--- config.mk ---
export PLATFORM = sky130hd
export DESIGN_NAME = life_engine_seq
export DESIGN_NICKNAME = d
export VERILOG_FILES = /design/src/rtl/life_engine_seq.sv
export SDC_FILE = /design/constraint.sdc
export NUM_CORES = 2
export LEC_CHECK = 0
export ABC_AREA = 1
export BUFFER_PORTS_ARGS = -buffer_cell sky130_fd_sc_hd__buf_2
export CAP_MARGIN = 20
export CORE_MARGIN = 2
export CORE_UTILIZATION = 55
export CTS_BUF_LIST = sky130_fd_sc_hd__clkbuf_4 sky130_fd_sc_hd__clkbuf_8 sky130_fd_sc_hd__clkbuf_16
export DETAILED_ROUTE_END_ITERATION = 8
export GPL_TIMING_DRIVEN = 0
export PLACE_DENSITY = 0.77
export SYNTH_ARGS = -nofsm -noshare
export SYNTH_HDL_FRONTEND = slang
export SYNTH_SLANG_ARGS = --single-unit
--- constraint.sdc ---
create_clock -name clk -period 10.1 [get_ports clk]
set_input_delay 1.01 -clock clk [delete_from_list [all_inputs] [get_ports clk]]
set_output_delay 1.01 -clock clk [all_outputs]
set_load 0.05 [all_outputs]
--- src/rtl/life_engine_seq.sv ---
// Row-serial Game of Life engine: one board row is evaluated per clock from a
// snapshot of the input board, so a full generation takes ROWS compute cycles.
module life_engine_seq #(
  parameter int ROWS  = 16,
  parameter int COLS  = 16,
  parameter int WRAP  = 1,
  parameter int GEN_W = 16,
  localparam int POP_W = $clog2(ROWS*COLS+1)
) (
  input  logic                 clk,
  input  logic                 reset,
  input  logic                 start,
  input  logic [ROWS*COLS-1:0] board_in,
  output logic                 busy,
  output logic                 done,
  output logic [ROWS*COLS-1:0] board_out,
  output logic [POP_W-1:0]     population,
  output logic [GEN_W-1:0]     gen_count
);

  localparam int CELLS = ROWS * COLS;
  localparam int RW    = $clog2(ROWS);
  localparam int CW    = $clog2(COLS + 1);
  localparam logic [RW-1:0] LAST_ROW = RW'(ROWS - 1);

  typedef enum logic {IDLE, COMPUTE} state_t;

  state_t            state_reg, state_next;
  logic              load, last_row;
  logic [CELLS-1:0]  cur_reg, nxt_reg, nxt_shift;
  logic [RW-1:0]     row_reg, row_up_idx, row_dn_idx;
  logic [POP_W-1:0]  pop_acc_reg, pop_sum;
  logic [COLS-1:0]   row_up, row_mid, row_dn, new_row;
  logic [CW-1:0]     row_pop;

  always_ff @(posedge clk) begin
    if (reset) state_reg <= IDLE;
    else       state_reg <= state_next;
  end

  always_comb begin
    state_next = state_reg;
    case (state_reg)
      IDLE:    if (start) state_next = COMPUTE;
      COMPUTE: if (row_reg == LAST_ROW) state_next = IDLE;
      default: state_next = IDLE;
    endcase
  end

  always_comb begin
    busy     = (state_reg == COMPUTE);
    load     = (state_reg == IDLE) && start;
    last_row = (state_reg == COMPUTE) && (row_reg == LAST_ROW);
  end

  // Neighbour rows; at the top/bottom edge they either wrap or read as dead.
  always_comb begin
    row_up_idx = (row_reg == '0) ? LAST_ROW : row_reg - RW'(1);
    row_dn_idx = (row_reg == LAST_ROW) ? '0 : row_reg + RW'(1);
    row_mid    = cur_reg[row_reg*COLS +: COLS];
    row_up     = cur_reg[row_up_idx*COLS +: COLS];
    row_dn     = cur_reg[row_dn_idx*COLS +: COLS];
    if (WRAP == 0 && row_reg == '0)      row_up = '0;
    if (WRAP == 0 && row_reg == LAST_ROW) row_dn = '0;
  end

  for (genvar gi = 0; gi < COLS; gi++) begin : g_cell
    localparam int CL  = (gi == 0) ? COLS - 1 : gi - 1;
    localparam int CR  = (gi == COLS - 1) ? 0 : gi + 1;
    localparam bit LOK = (WRAP != 0) || (gi != 0);
    localparam bit ROK = (WRAP != 0) || (gi != COLS - 1);
    logic [7:0] nb;
    logic [3:0] n;
    assign nb = {LOK ? row_up[CL] : 1'b0, row_up[gi], ROK ? row_up[CR] : 1'b0,
                 LOK ? row_mid[CL] : 1'b0,            ROK ? row_mid[CR] : 1'b0,
                 LOK ? row_dn[CL] : 1'b0, row_dn[gi], ROK ? row_dn[CR] : 1'b0};
    assign n = 4'(nb[0]) + 4'(nb[1]) + 4'(nb[2]) + 4'(nb[3])
             + 4'(nb[4]) + 4'(nb[5]) + 4'(nb[6]) + 4'(nb[7]);
    assign new_row[gi] = (n == 4'd3) || (row_mid[gi] && n == 4'd2);
  end

  always_comb begin
    row_pop = '0;
    for (int i = 0; i < COLS; i++) row_pop = row_pop + CW'(new_row[i]);
  end

  // Rows enter at the top and shift down; after ROWS steps row r sits at slot r.
  assign nxt_shift = {new_row, nxt_reg[CELLS-1:COLS]};
  assign pop_sum   = pop_acc_reg + POP_W'(row_pop);

  always_ff @(posedge clk) begin
    if (reset) begin
      cur_reg     <= '0;
      nxt_reg     <= '0;
      row_reg     <= '0;
      pop_acc_reg <= '0;
      board_out   <= '0;
      population  <= '0;
      gen_count   <= '0;
      done        <= 1'b0;
    end else begin
      done <= 1'b0;
      if (load) begin
        cur_reg     <= board_in;
        row_reg     <= '0;
        pop_acc_reg <= '0;
      end else if (busy) begin
        nxt_reg     <= nxt_shift;
        pop_acc_reg <= pop_sum;
        row_reg     <= row_reg + RW'(1);
        if (last_row) begin
          board_out  <= nxt_shift;
          population <= pop_sum;
          gen_count  <= gen_count + GEN_W'(1);
          done       <= 1'b1;
          row_reg    <= '0;
        end
      end
    end
  end

endmodule
* Word-level counts from Yosys, hierarchy flattened
Cells that the tools add are included.
** Cells by class
- Bitwise gates (word level) :: 2
- Equal/unequal tests :: 33
- Mux-type cells :: 7
- Reductions and logical operators :: 39
- Add/sub/neg operators :: 131
- Shifts and indexed selects :: 3
** Operators by type and width (number)
- 256-bit by 9-bit variable part select with 16-bit output :: 3
- 4-bit by 1-bit adder with 4-bit output :: 64
- 4-bit by 2-bit equality test with 1-bit output (second input constant) :: 32
- 3-bit by 1-bit adder with 4-bit output :: 17
- 5-bit by 1-bit adder with 5-bit output :: 11
- 2-bit by 1-bit adder with 3-bit output :: 17
- 1-bit by 1-bit adder with 2-bit output :: 17
- 1-bit logical AND :: 18
- 16-bit by 1-bit adder with 16-bit output (second input constant) :: 1
- 1-bit logical OR :: 16
- 4-bit two-way mux :: 3
- 9-bit by 5-bit adder with 9-bit output :: 1
- 4-bit by 1-bit adder with 5-bit output :: 1
- 4-bit by 1-bit adder with 4-bit output (second input constant) :: 1
- 4-bit equality test (second input constant) :: 1
- 4-bit logical NOT :: 1
- 4-bit by 1-bit subtractor with 4-bit output (second input constant) :: 1
- 1-bit two-way mux :: 3
- 3-bit AND reduction :: 1
- 3-bit OR reduction :: 1
- 1-bit NOT :: 2
- 1-bit case mux with 2 select lines :: 1
- 2-bit AND reduction :: 1
- 2-bit OR reduction :: 1
** Word-level totals
- Bits of input ports :: 259
- Flip-flop bits (word level) :: 808

* Depth between registers and ports, before layout
- Depth after elaboration :: 29
- Depth in mapped cells :: 47

* Worst setup path after synthesis
No wires, ideal clock.
- Path kind :: reg2reg
- From :: reg row_reg[1]
- To :: reg pop_acc_reg[8]
- Setup slack :: 1211 ps
- Arrival :: 8833 ps
- Clock period less this slack :: 8889 ps
- Stages on the path, launching flop included :: 44
- Required time :: 10044 ps
- Setup time :: 56 ps
- Cells stage by stage :: dfxtp_1 > buf_2 > inv_2 > buf_4 > buf_2 > ha_1 > inv_2 > clkbuf_1 > clkbuf_1 > nand2_1 > nand3_1 > o211ai_1 > nand2_1 > inv_1 > fa_1 > inv_1 > fa_1 > inv_1 > (+8 left out) > and2_1 > fa_1 > inv_1 > fa_1 > fa_1 > inv_1 > fa_1 > inv_1 > fa_1 > fa_1 > nand3_1 > nand2_1 > nand2_1 > a21oi_1 > or2_2 > nand3_1 > nand2_1 > inv_1
** On the way
- Longest elaborated chain between the ends :: 29
- Elaborated cells on any way between the ends :: 201
** RTL lines
- from (decl) :: line 31 : logic [RW-1:0] row_reg, row_up_idx, row_dn_idx;
- from (signal assigned) :: line 110 : row_reg <= row_reg + RW'(1);
- 4-bit by 1-bit adder with 4-bit output or 4-bit equality test (tied branches) :: line 59 : row_dn_idx = (row_reg == LAST_ROW) ? '0 : row_reg + RW'(1);
- 4-bit two-way mux :: line 59
- 256-bit by 9-bit variable part select with 16-bit output :: line 62 : row_dn = cur_reg[row_dn_idx*COLS +: COLS];
- 1-bit by 1-bit adder with 2-bit output :: line 77 : assign n = 4'(nb[0]) + 4'(nb[1]) + 4'(nb[2]) + 4'(nb[3])
- 2-bit by 1-bit adder with 3-bit output :: line 77
- 3-bit by 1-bit adder with 4-bit output :: line 77
- 4-bit by 1-bit adder with 4-bit output (4 in a row) :: line 78 : + 4'(nb[4]) + 4'(nb[5]) + 4'(nb[6]) + 4'(nb[7]);
- 4-bit by 2-bit equality test with 1-bit output :: line 79 : assign new_row[gi] = (n == 4'd3) || (row_mid[gi] && n == 4'd2);
- 1-bit logical AND :: line 79
- 1-bit logical OR :: line 79
- 1-bit by 1-bit adder with 2-bit output :: line 84 : for (int i = 0; i < COLS; i++) row_pop = row_pop + CW'(new_row[i]);
- 2-bit by 1-bit adder with 3-bit output :: line 84
- 3-bit by 1-bit adder with 4-bit output :: line 84
- 4-bit by 1-bit adder with 5-bit output :: line 84
- 5-bit by 1-bit adder with 5-bit output (10 in a row) :: line 84
- 5-bit by 1-bit adder with 5-bit output * :: line 84
- 9-bit by 5-bit adder with 9-bit output * :: line 89 : assign pop_sum = pop_acc_reg + POP_W'(row_pop);
- to (signal assigned) :: line 109 : pop_acc_reg <= pop_sum;
- to (decl) :: line 32 : logic [POP_W-1:0] pop_acc_reg, pop_sum;
Mark *: on every way between the ends. The rest lies on a longest branch, timed or not.
A chain may end at the register's enable or synchronous reset.

* Final worst setup path
- From :: reg row_reg[0]
- To :: reg population[8]
** On the way
- Elaborated cells on any way between the ends :: 203
** RTL lines
- 4-bit by 1-bit adder with 4-bit output or 4-bit equality test (tied branches) :: line 59
- 4-bit two-way mux :: line 59
- 256-bit by 9-bit variable part select with 16-bit output :: line 62
- 1-bit by 1-bit adder with 2-bit output :: line 77
- 2-bit by 1-bit adder with 3-bit output :: line 77
- 3-bit by 1-bit adder with 4-bit output :: line 77
- 4-bit by 1-bit adder with 4-bit output (4 in a row) :: line 78
- 4-bit by 2-bit equality test with 1-bit output :: line 79
- 1-bit logical AND :: line 79
- 1-bit logical OR * :: line 79
- via new_row[2] :: line 33 : logic [COLS-1:0] row_up, row_mid, row_dn, new_row;
- 2-bit by 1-bit adder with 3-bit output * :: line 84
- 3-bit by 1-bit adder with 4-bit output * :: line 84
- 4-bit by 1-bit adder with 5-bit output * :: line 84
- 5-bit by 1-bit adder with 5-bit output * (11 in a row) :: line 84
- 9-bit by 5-bit adder with 9-bit output * :: line 89
- to (signal assigned) :: line 113 : population <= pop_sum;
- to (decl) :: line 17 : output logic [POP_W-1:0] population,
Mark *: on every way through the listed nets, which the timed path passes. The rest lies on a longest branch.

==> impl_results.md <==
- Clk_lat worst skew: approximately 0.66 ns
- Cells after Synth: between 5000 and 6000
- Setup WS post-layout: about 0.16 ns
- MaxCap Viol Count: 0
- GR Overflow Total: 0
- Hold_buf cts: 0
- Multi-input gate area: ~18000 um^2
- Buf+Inv Stages, Crit Path: 8
- Die span in x: ~270 um
- Slowest-stage cell, CP: o21ai_0
- RSZ-0062 raised after global routing: no
- Initial antenna violation count: 12
- Row cnt: between 90 and 100
- Relative slew slack: 0.1027
- Die Y: 266.0 um
- Worst setup path startpoint: row_reg[0]
- Total power: about 0.012 W
- Vias per inst: roughly 6.2
- H-Tree Depth: 3
- CTS buffer count: slightly below 80
- Top post-synthesis cells by area: dfxtp_1 42%, o21ai_0 8.9%, nand2_1 8.7%
- Asr flop ratio synth: 0
- Skew final: ~0.030 ns
- Largest net degree at the start of global routing: 20
- Pre-Repair DR Iteration Count: 7
- Yosys top cell by area: dfxtp_1
- Place WS: -1.230 ns
- ANT nets after route: 0
- Drt wl/cell: about 27 um
- WS Path Type: reg2reg
- CTS tree: yes
- Finished Cell Area: approximately 45000 um^2
- Global-route wire length before repair: 260900 um
- Sequential share of the synthesized area: 0.4201
- Crit Reg-Reg Startpoint: row_reg[0]
- Power per cell area: approximately 260 nW/um^2
- Final core occ: 0.6543
- Commonest non-fill, non-tap cell in the layout: nand2_1
- Syn nets: around 5600
- Fillers: 5687
- Crit-path max cell delay: 1.00 ns
- Area post-placement: around 42000 um^2
- DR iter-0 viols: 6259
- Max Fanout on Critical Path: 10
- Crit path top cell by count: fa_1
- Worst path required time: ~11 ns
- Max IR drop VDD: roughly 0.0005 V
- Least-Margin Pin Slew: roughly 1.3 ns
- Vias in the first global route: approximately 40000
- Register-to-register setup slack: between 0.15 and 0.2 ns
- DRT Wirelength: 184800 um
- HP Class: reg2reg
- Final worst path period need: slightly below 10 ns
- Syn_area_per_cell: approximately 7 um^2
- Dpl cells: about 6700
- Total die area: 70740 um^2
- Crit. End Element: flop
- Top FF cell, synth: dfxtp_1
- Core area: around 68000 um^2
- Synth-to-Final Area Change: 18.27%
- Post-Syn Area: around 38000 um^2
- HP Start: nxt_reg[36]
- HPWL after DPL: roughly 140000 um
- Critical path data arrival time: 10.55 ns
- Syn. warnings: 0
- Residual DRC: 0
- Share of cells above drive strength 1: 0.1551
- Total track usage: 0.5060
- Maximum clock frequency: ~0.10 GHz
- EDFF count, synth: 0
- Post-Layout Cell Count: between 6000 and 7000
- Register Area: 15860 um^2
- Synth top area share: 0.4201
- Most frequent cells in the layout: 872 x nand2_1, 791 x dfxtp_1, 667 x o21ai_0
- Outcome: complete, no violations
- Placer Congestion: 1.087
- Clock Path Buffers: 3
- Port Buf Inserts: between 500 and 600
- Initial Util: 0.5532
- Final setup vio count: 0
- # IOs: ~540
- Nets: between 6000 and 7000
- Num Clock Sinks: 792
- Synth cell types: 45
- Max Transition Viols Final: 0
- Crit path max-delay family: adder cells
- DR vias: around 42000
- Root Buffer: clkbuf_16
- Final worst-path cycle share: 0.9844
- Clock transition at the registers of the reported paths: 0.07 ns
- Leak Pwr: between 20 and 25 nW
- Fin. Hold Viols: 0
- Synth Register Bits: 792
- Critical path startpoint category: flop
## area by class of cell
cell class | instances | share of cell area
inverter | 488 | 0.04115
timing repair buffer | 545 | 0.06183
sequential | 792 | 0.3552
buffer | 393 | 0.04499
antenna | 9 | 0.0005045
clock inverter | 30 | 0.01068
clock buffer | 114 | 0.05284
tap | 882 | 0.02472
multi-input combinational | 3564 | 0.4081
## worst paths after layout
check	to	cells past startpoint
worst min register to register	board_out[20]	2
worst min-delay path	board_out[20]	2
worst max register to register	population[8]	35
worst max-delay path	population[8]	35
## power by group
group | total [W] | internal, W | switching [W]
Combinational | 0.00493 | 0.00173 | 0.00319
Sequential | 0.00349 | 0.00331 | 0.000179
Clock | 0.00319 | 0.00181 | 0.00138
## worst min-delay path: stages (launching register included)
cell and delay (ns):
dfxtp_1 0.32, nand2_1 0.07, nand2_1 0.04
## Yosys cell counts (5+ instances only)
master / n
inv_1: 467
a21oi_1: 433
nor3_1: 5
buf_1: 43
o21ai_2: 11
o211ai_1: 45
mux2i_1: 9
nand2_1: 873
buf_4: 13
inv_2: 20
buf_2: 96
nand3_1: 589
a21boi_0: 6
xor2_1: 15
o21bai_1: 7
o21ai_1: 211
nor2_1: 486
or2_2: 15
fa_1: 76
buf_6: 30
dfxtp_1: 792
clkbuf_1: 212
ha_1: 59
o21ai_0: 670
nor4_1: 5
nand3b_1: 17
nand4_1: 5
## routing by layer
metal  GRT usage  vias to the layer above  part of all wire
met5           0                        -           0.00014
met4      0.3450                        4             0.083
met3      0.1652                      887              0.13
met2      0.7537                     3228              0.42
met1      0.6221                    19770              0.37
li1            -                    18490                 -
## timing repair
action                     4_1_cts  5_1_grt
resized for setup               40       53
buffers inserted                 0        1
pin swaps                        0        1
cloned                           0        0
setup endpoints to repair       18       13
## cell families (layout without fill, tap and decap cells)
kind of cell               count (synthesis)  count (layout)  share of synthesized area
xor gates and xnor gates                  17              17                   0.004144
AOI/OAI and AO/OA                       1393            1393                     0.1902
adders and majority gates                135             135                    0.05987
DFF                                      792             792                     0.4201
buffers and inverters                    882            1570                    0.09829
and+or+nand+nor                         2010            2010                     0.2250
other                                      0               9                          0
muxes                                      9               9                   0.002387
## per-stage QoR
step           setup TNS (ns)  hold WS (ns)
3_3_place_gp           -14.65        0.4483
4_1_cts                     0        0.4494
5_1_grt                     0        0.4795
2_1_floorplan               0        0.4301
3_5_place_dp           -14.34        0.4549
6_report                    0        0.4571
Power figures use the tool's default switching activity.
